File: src/rtl/fetch_align_buf.sv
// Instruction fetch and alignment buffer feeding the decoder.
// Issues word-aligned reads, buffers up to three halfwords and presents one
// 16- or 32-bit instruction per cycle, including word-straddling ones.
// Build option: define FETCH_C_ALIGN_EN for halfword alignment and compressed
// support; when undefined the buffer works on whole words only.
module fetch_align_buf #(
    parameter logic [31:0] RESET_PC = 32'h0000_0000
) (
    input  logic        i_clk,
    input  logic        i_rst_n,
    output logic        o_imem_req,
    output logic [31:0] o_imem_addr,
    input  logic        i_imem_ready,
    input  logic        i_imem_valid,
    input  logic [31:0] i_imem_data,
    input  logic        i_redirect,
    input  logic [31:0] i_redirect_pc,
    input  logic        i_stall,
    output logic        o_valid,
    output logic [31:0] o_instr,
    output logic [31:0] o_pc,
    output logic        o_compressed
);

`ifdef FETCH_C_ALIGN_EN
    localparam bit CAlign = 1'b1;
`else
    localparam bit CAlign = 1'b0;
`endif

    // Word mode drops PC bit 1 so the buffer always holds whole words.
    localparam logic [31:0] PcMask    = CAlign ? 32'hFFFF_FFFE : 32'hFFFF_FFFC;
    localparam logic [31:0] ResetPc   = RESET_PC & PcMask;
    localparam logic [31:0] ResetAddr = {RESET_PC[31:2], 2'b00};
    localparam bit          ResetSkip = CAlign & RESET_PC[1];

    typedef enum logic [1:0] {StIdle, StWait, StDrop} state_e;

    state_e      r_state;
    state_e      w_state_d;
    logic [15:0] r_buf [0:2];
    logic [15:0] w_buf_d [0:2];
    logic [1:0]  r_cnt;
    logic [1:0]  w_cnt_d;
    logic [1:0]  w_base;
    logic [1:0]  w_pop;
    logic [31:0] r_pc;
    logic [31:0] r_addr;
    logic        r_skip;
    logic        w_head_c;
    logic        w_valid;
    logic        w_consume;
    logic        w_append;
    logic        w_room;
    logic        w_accept;

    // Head decode and per-cycle events.
    always_comb begin
        w_head_c  = CAlign && (r_buf[0][1:0] != 2'b11);
        w_valid   = w_head_c ? (r_cnt >= 2'd1) : (r_cnt >= 2'd2);
        w_consume = w_valid && !i_stall && !i_redirect;
        w_pop     = !w_consume ? 2'd0 : (w_head_c ? 2'd1 : 2'd2);
        w_append  = (r_state == StWait) && i_imem_valid && !i_redirect;
        w_room    = CAlign ? (r_cnt <= 2'd1) : (r_cnt == 2'd0);
        w_accept  = o_imem_req && i_imem_ready;
    end

    // Next buffer contents: shift out consumed halfwords, then append behind survivors.
    always_comb begin
        for (int i = 0; i < 3; i++) begin
            w_buf_d[i] = r_buf[i];
        end
        case (w_pop)
            2'd1: begin
                w_buf_d[0] = r_buf[1];
                w_buf_d[1] = r_buf[2];
                w_buf_d[2] = 16'h0000;
            end
            2'd2: begin
                w_buf_d[0] = r_buf[2];
                w_buf_d[1] = 16'h0000;
                w_buf_d[2] = 16'h0000;
            end
            default: ;
        endcase
        w_base = r_cnt - w_pop;
        // A request is only issued with count<=1, so base+1 never exceeds slot 2.
        if (w_append) begin
            for (int i = 0; i < 3; i++) begin
                if (r_skip) begin
                    if (i == int'(w_base)) w_buf_d[i] = i_imem_data[31:16];
                end else begin
                    if (i == int'(w_base)) w_buf_d[i] = i_imem_data[15:0];
                    else if (i == int'(w_base) + 1) w_buf_d[i] = i_imem_data[31:16];
                end
            end
        end
        w_cnt_d = w_base + (!w_append ? 2'd0 : (r_skip ? 2'd1 : 2'd2));
    end

    // Buffer, PC and fetch pointer state; redirect overrides everything else.
    always_ff @(posedge i_clk or negedge i_rst_n) begin
        if (!i_rst_n) begin
            for (int i = 0; i < 3; i++) begin
                r_buf[i] <= 16'h0000;
            end
            r_cnt  <= 2'd0;
            r_pc   <= ResetPc;
            r_addr <= ResetAddr;
            r_skip <= ResetSkip;
        end else if (i_redirect) begin
            r_cnt  <= 2'd0;
            r_pc   <= i_redirect_pc & PcMask;
            r_addr <= {i_redirect_pc[31:2], 2'b00};
            r_skip <= CAlign & i_redirect_pc[1];
        end else begin
            for (int i = 0; i < 3; i++) begin
                r_buf[i] <= w_buf_d[i];
            end
            r_cnt <= w_cnt_d;
            if (w_consume) begin
                r_pc <= r_pc + (w_head_c ? 32'd2 : 32'd4);
            end
            if (w_append) begin
                r_addr <= r_addr + 32'd4;
                r_skip <= 1'b0;
            end
        end
    end

    // FSM state register.
    always_ff @(posedge i_clk or negedge i_rst_n) begin
        if (!i_rst_n) begin
            r_state <= StIdle;
        end else begin
            r_state <= w_state_d;
        end
    end

    // FSM next state: one request in flight, stale responses dropped after a redirect.
    always_comb begin
        w_state_d = r_state;
        unique case (r_state)
            StIdle: begin
                if (w_accept) w_state_d = StWait;
            end
            StWait: begin
                if (i_redirect) w_state_d = i_imem_valid ? StIdle : StDrop;
                else if (i_imem_valid) w_state_d = StIdle;
            end
            StDrop: begin
                if (i_imem_valid) w_state_d = StIdle;
            end
            default: w_state_d = StIdle;
        endcase
    end

    // FSM outputs and instruction presentation.
    always_comb begin
        o_imem_req   = (r_state == StIdle) && w_room && !i_redirect && i_rst_n;
        o_imem_addr  = r_addr;
        o_valid      = w_valid;
        o_compressed = w_valid && w_head_c;
        o_pc         = r_pc;
        if (!w_valid) o_instr = 32'h0000_0000;
        else if (w_head_c) o_instr = {16'h0000, r_buf[0]};
        else o_instr = {r_buf[1], r_buf[0]};
    end

endmodule
File: config.mk
export PLATFORM = sky130hd
export DESIGN_NAME = fetch_align_buf
export DESIGN_NICKNAME = d
export VERILOG_FILES = /design/src/rtl/fetch_align_buf.sv
export SDC_FILE = /design/constraint.sdc
export NUM_CORES = 1
export LEC_CHECK = 0
export CORE_ASPECT_RATIO = 0.7
export CORE_MARGIN = 5
export CORE_UTILIZATION = 48
export CTS_CLUSTER_DIAMETER = 50
export DETAILED_ROUTE_END_ITERATION = 16
export PLACE_DENSITY_LB_ADDON = 0.3
export RECOVER_POWER = 50
export SLEW_MARGIN = 20
export SYNTH_ARGS = -nofsm -noshare
export SYNTH_HDL_FRONTEND = slang
export SYNTH_SLANG_ARGS = --single-unit
File: constraint.sdc
create_clock -name i_clk -period 2.5 [get_ports i_clk]
set_input_delay 0.375 -clock i_clk [delete_from_list [all_inputs] [get_ports i_clk]]
set_output_delay 0.375 -clock i_clk [all_outputs]
set_load 0.01 [all_outputs]
==> flow_summary.json <==
{
  "synthTopCellsByArea": "dfrtp_1, nand2_1, and2_1, nor2_1, nand3_1",
  "synthMostInstantiatedCell": "dfrtp_1",
  "cts_tree": "yes",
  "worstSetupPathType": "input pin to register",
  "grt_overflow": 0,
  "fillCellCount": 999,
  "clkLatencyLatePin_ns": 0.34,
  "vias": 5754,
  "numCtsBuffers": 9,
  "grt_max_degree": 79,
  "slowest_delay_ns": 0.56,
  "start_util": 0.4839,
  "required_ns": 2.73,
  "max_freq_ghz": 0.4266,
  "cts_resized": 0,
  "clock_path_buffers": 2,
  "multiInputGateArea_um2": 2948,
  "cts.clk_slew.worst_paths_ns": 0.07,
  "postLayoutCoreUtil": 0.6525,
  "critPathTopFamily": "buffers and inverters",
  "synth_common_cells": "dfrtp_1, nand2_1, nor2_1",
  "nets": 865,
  "arrival_ns": 2.57,
  "antenna_left": 0,
  "port_buffers": 161,
  "synth_top_cell_by_area": "dfrtp_1",
  "worst_pin_slew_ns": 0.8104,
  "cts-root-buf": "clkbuf_16",
  "post-route-drc-count": 0,
  "period_minus_slack_ns": 2.344,
  "drt_iter0_drc": 486,
  "synth-warning-count": 0,
  "ys_ff_latch": 111,
  "maxSlewHeadroom": 0.4597,
  "cp_max_fo": 37,
  "grt_pass1_vias": 5644,
  "synth_edf_count": 0,
  "dieArea_um2": 14760,
  "ctsHtreeMaxLevel": 3,
  "vias_per_cell": 5.994,
  "drive_gt1_frac": 0.06140,
  "syn_area_um2": 5949,
  "die_h_um": 103.1,
  "async_flop_share": 1.000,
  "yosys.area.top_type_share": 0.4669,
  "cts.sinks": 111,
  "io-pin-count": 169,
  "end_kind": "register",
  "register_area_um2": 2778,
  "hold_viol_final": 0,
  "avgSynthCellArea_um2": 9.296,
  "gp_congestion": 0.8824,
  "path_buf_inv": 2,
  "drv_slew": 0,
  "setup_viol": 0,
  "hold_class": "input pin to asynchronous set/reset pin",
  "power.leakage_uw": 0.003157,
  "core_um2": 12290,
  "row_count": 34,
  "p_per_area_nw_per_um2": 584.2,
  "critPathSlowestCell": "dlygate4sd3_1",
  "grt_pass1_wl_mm": 28.23,
  "rsz0062_at_grt": "false",
  "first_pass_iters": 5,
  "wl_per_cell_um": 18.72,
  "status": "finished, final reports clean",
  "crit_path_start_kind": "input pin",
  "tns_ns": 0,
  "antenna_cells": 0,
  "cap_violations": 0,
  "synthFlopType": "dfrtp_1",
  "path_cells": "dlygate4sd3_1, clkbuf_2, nor3b_2, nand2_1, o22ai_1, nor2_1",
  "dp_hpwl_mm": 13.06,
  "area_growth_pct": 34.83,
  "yosys.cell_types.count": 56,
  "peakVddDrop_mv": 0.3629,
  "ys_seq_area_frac": 0.4669,
  "wl_mm": 17.98,
  "die_x_um": 143.1,
  "grtUsageTotal": 0.2414,
  "fin_skew_ns": 0.009165,
  "antenna_found_initial": 1,
  "min_period_over_period": 0.9377,
  "synth_cells": 640
}
-- state kept, by name, indices dropped and copies added (netlist names) --
register	flops
r_buf	48
o_imem_addr	30
o_pc	30
r_state	2
r_cnt	1
-- repair_timing --
action | 4_1_cts | 5_1_grt
hold endpoints to repair | 5 | 0
buffers inserted | 0 | 0
hold buffers | 1 | 0
-- worst paths after layout --
path                                      from         endpoint  slack, ns  cells past startpoint
worst max-delay path                i_redirect        r_buf[34]       0.16                      6
worst max register to register  o_imem_addr[7]  o_imem_addr[24]       0.25                      4
worst min register to register       r_buf[16]        r_buf[16]       0.50                      2
worst min-delay path                   i_rst_n          o_pc[2]       0.37                      2
max in group asynchronous              i_rst_n  o_imem_addr[13]       0.55                      4
min in group i_clk                   r_buf[16]        r_buf[16]       0.50                      2
-- layout make-up --
cell class,count,area share
Multi-Input combinational cell,480,0.3675
Sequential cell,111,0.3463
Timing Repair Buffer,185,0.2215
Clock buffer,12,0.03322
Tap cell,162,0.02527
Clock inverter,4,0.003432
Inverter,6,0.002808
-- through the flow --
stage | hold WS, ns | power, µW | setup WS [ns] | std cells | area [µm²]
after floorplan | 0.07941 | 2801 | 0.4377 | 644 | 5964
after global placement | 0.1982 | 3295 | 0.1069 | 943 | 7762
after detailed placement | 0.1970 | 3356 | 0.03465 | 943 | 7762
after CTS | 0.3610 | 4764 | 0.2676 | 960 | 8066
after global routing | 0.3697 | 4934 | 0.07136 | 960 | 8021
final | 0.3749 | 4686 | 0.1558 | 960 | 8021
-- cell families after synthesis --
| kind of cell | Yosys count | share of synthesized area |
|---|---|---|
| mux | 12 | 0.02229 |
| xor+xnor | 19 | 0.02797 |
| fa+ha+maj | 2 | 0.004205 |
| buf+inv | 53 | 0.03933 |
| flops | 111 | 0.4669 |
| compound gates | 115 | 0.1369 |
| other cells | 1 | 0.0006303 |
| simple gates | 327 | 0.3018 |
-- layer usage --
| metal | routed length (µm) | global-route usage |
|---|---|---|
| met4 | 208 | 0.06209 |
| met5 | 7 | 0 |
| met3 | 1391 | 0.06537 |
| met1 | 7936 | 0.3336 |
| met2 | 8432 | 0.3806 |
-- power by group --
group	internal [µW]	total, µW	switching (µW)	leakage [µW]
clock network	761	1410	645	0.000149
registers	2070	2310	240	0.00133
logic	498	969	471	0.00168
-- placed cells by master (no fill, tap or decap), types with 7 or more instances in the layout --
| cell | count |
|---|---|
| mux2_2 | 9 |
| clkbuf_16 | 9 |
| a22o_1 | 18 |
| clkdlybuf4s50_1 | 97 |
| o31ai_1 | 17 |
| or4_1 | 21 |
| dlygate4sd3_1 | 64 |
| a311oi_1 | 7 |
| nand4_1 | 16 |
| and3_1 | 11 |
| and2_1 | 36 |
| nor4_1 | 13 |
| or3_1 | 8 |
| xnor2_1 | 13 |
| buf_4 | 11 |
| nand2_1 | 68 |
| a21oi_1 | 11 |
| dfrtp_1 | 111 |
| o22ai_1 | 16 |
| a31oi_1 | 23 |
| clkbuf_1 | 10 |
| and4_1 | 10 |
| nand3_1 | 36 |
| nor2_1 | 47 |
| nor3_1 | 33 |
(Power assumes the default switching activity.)
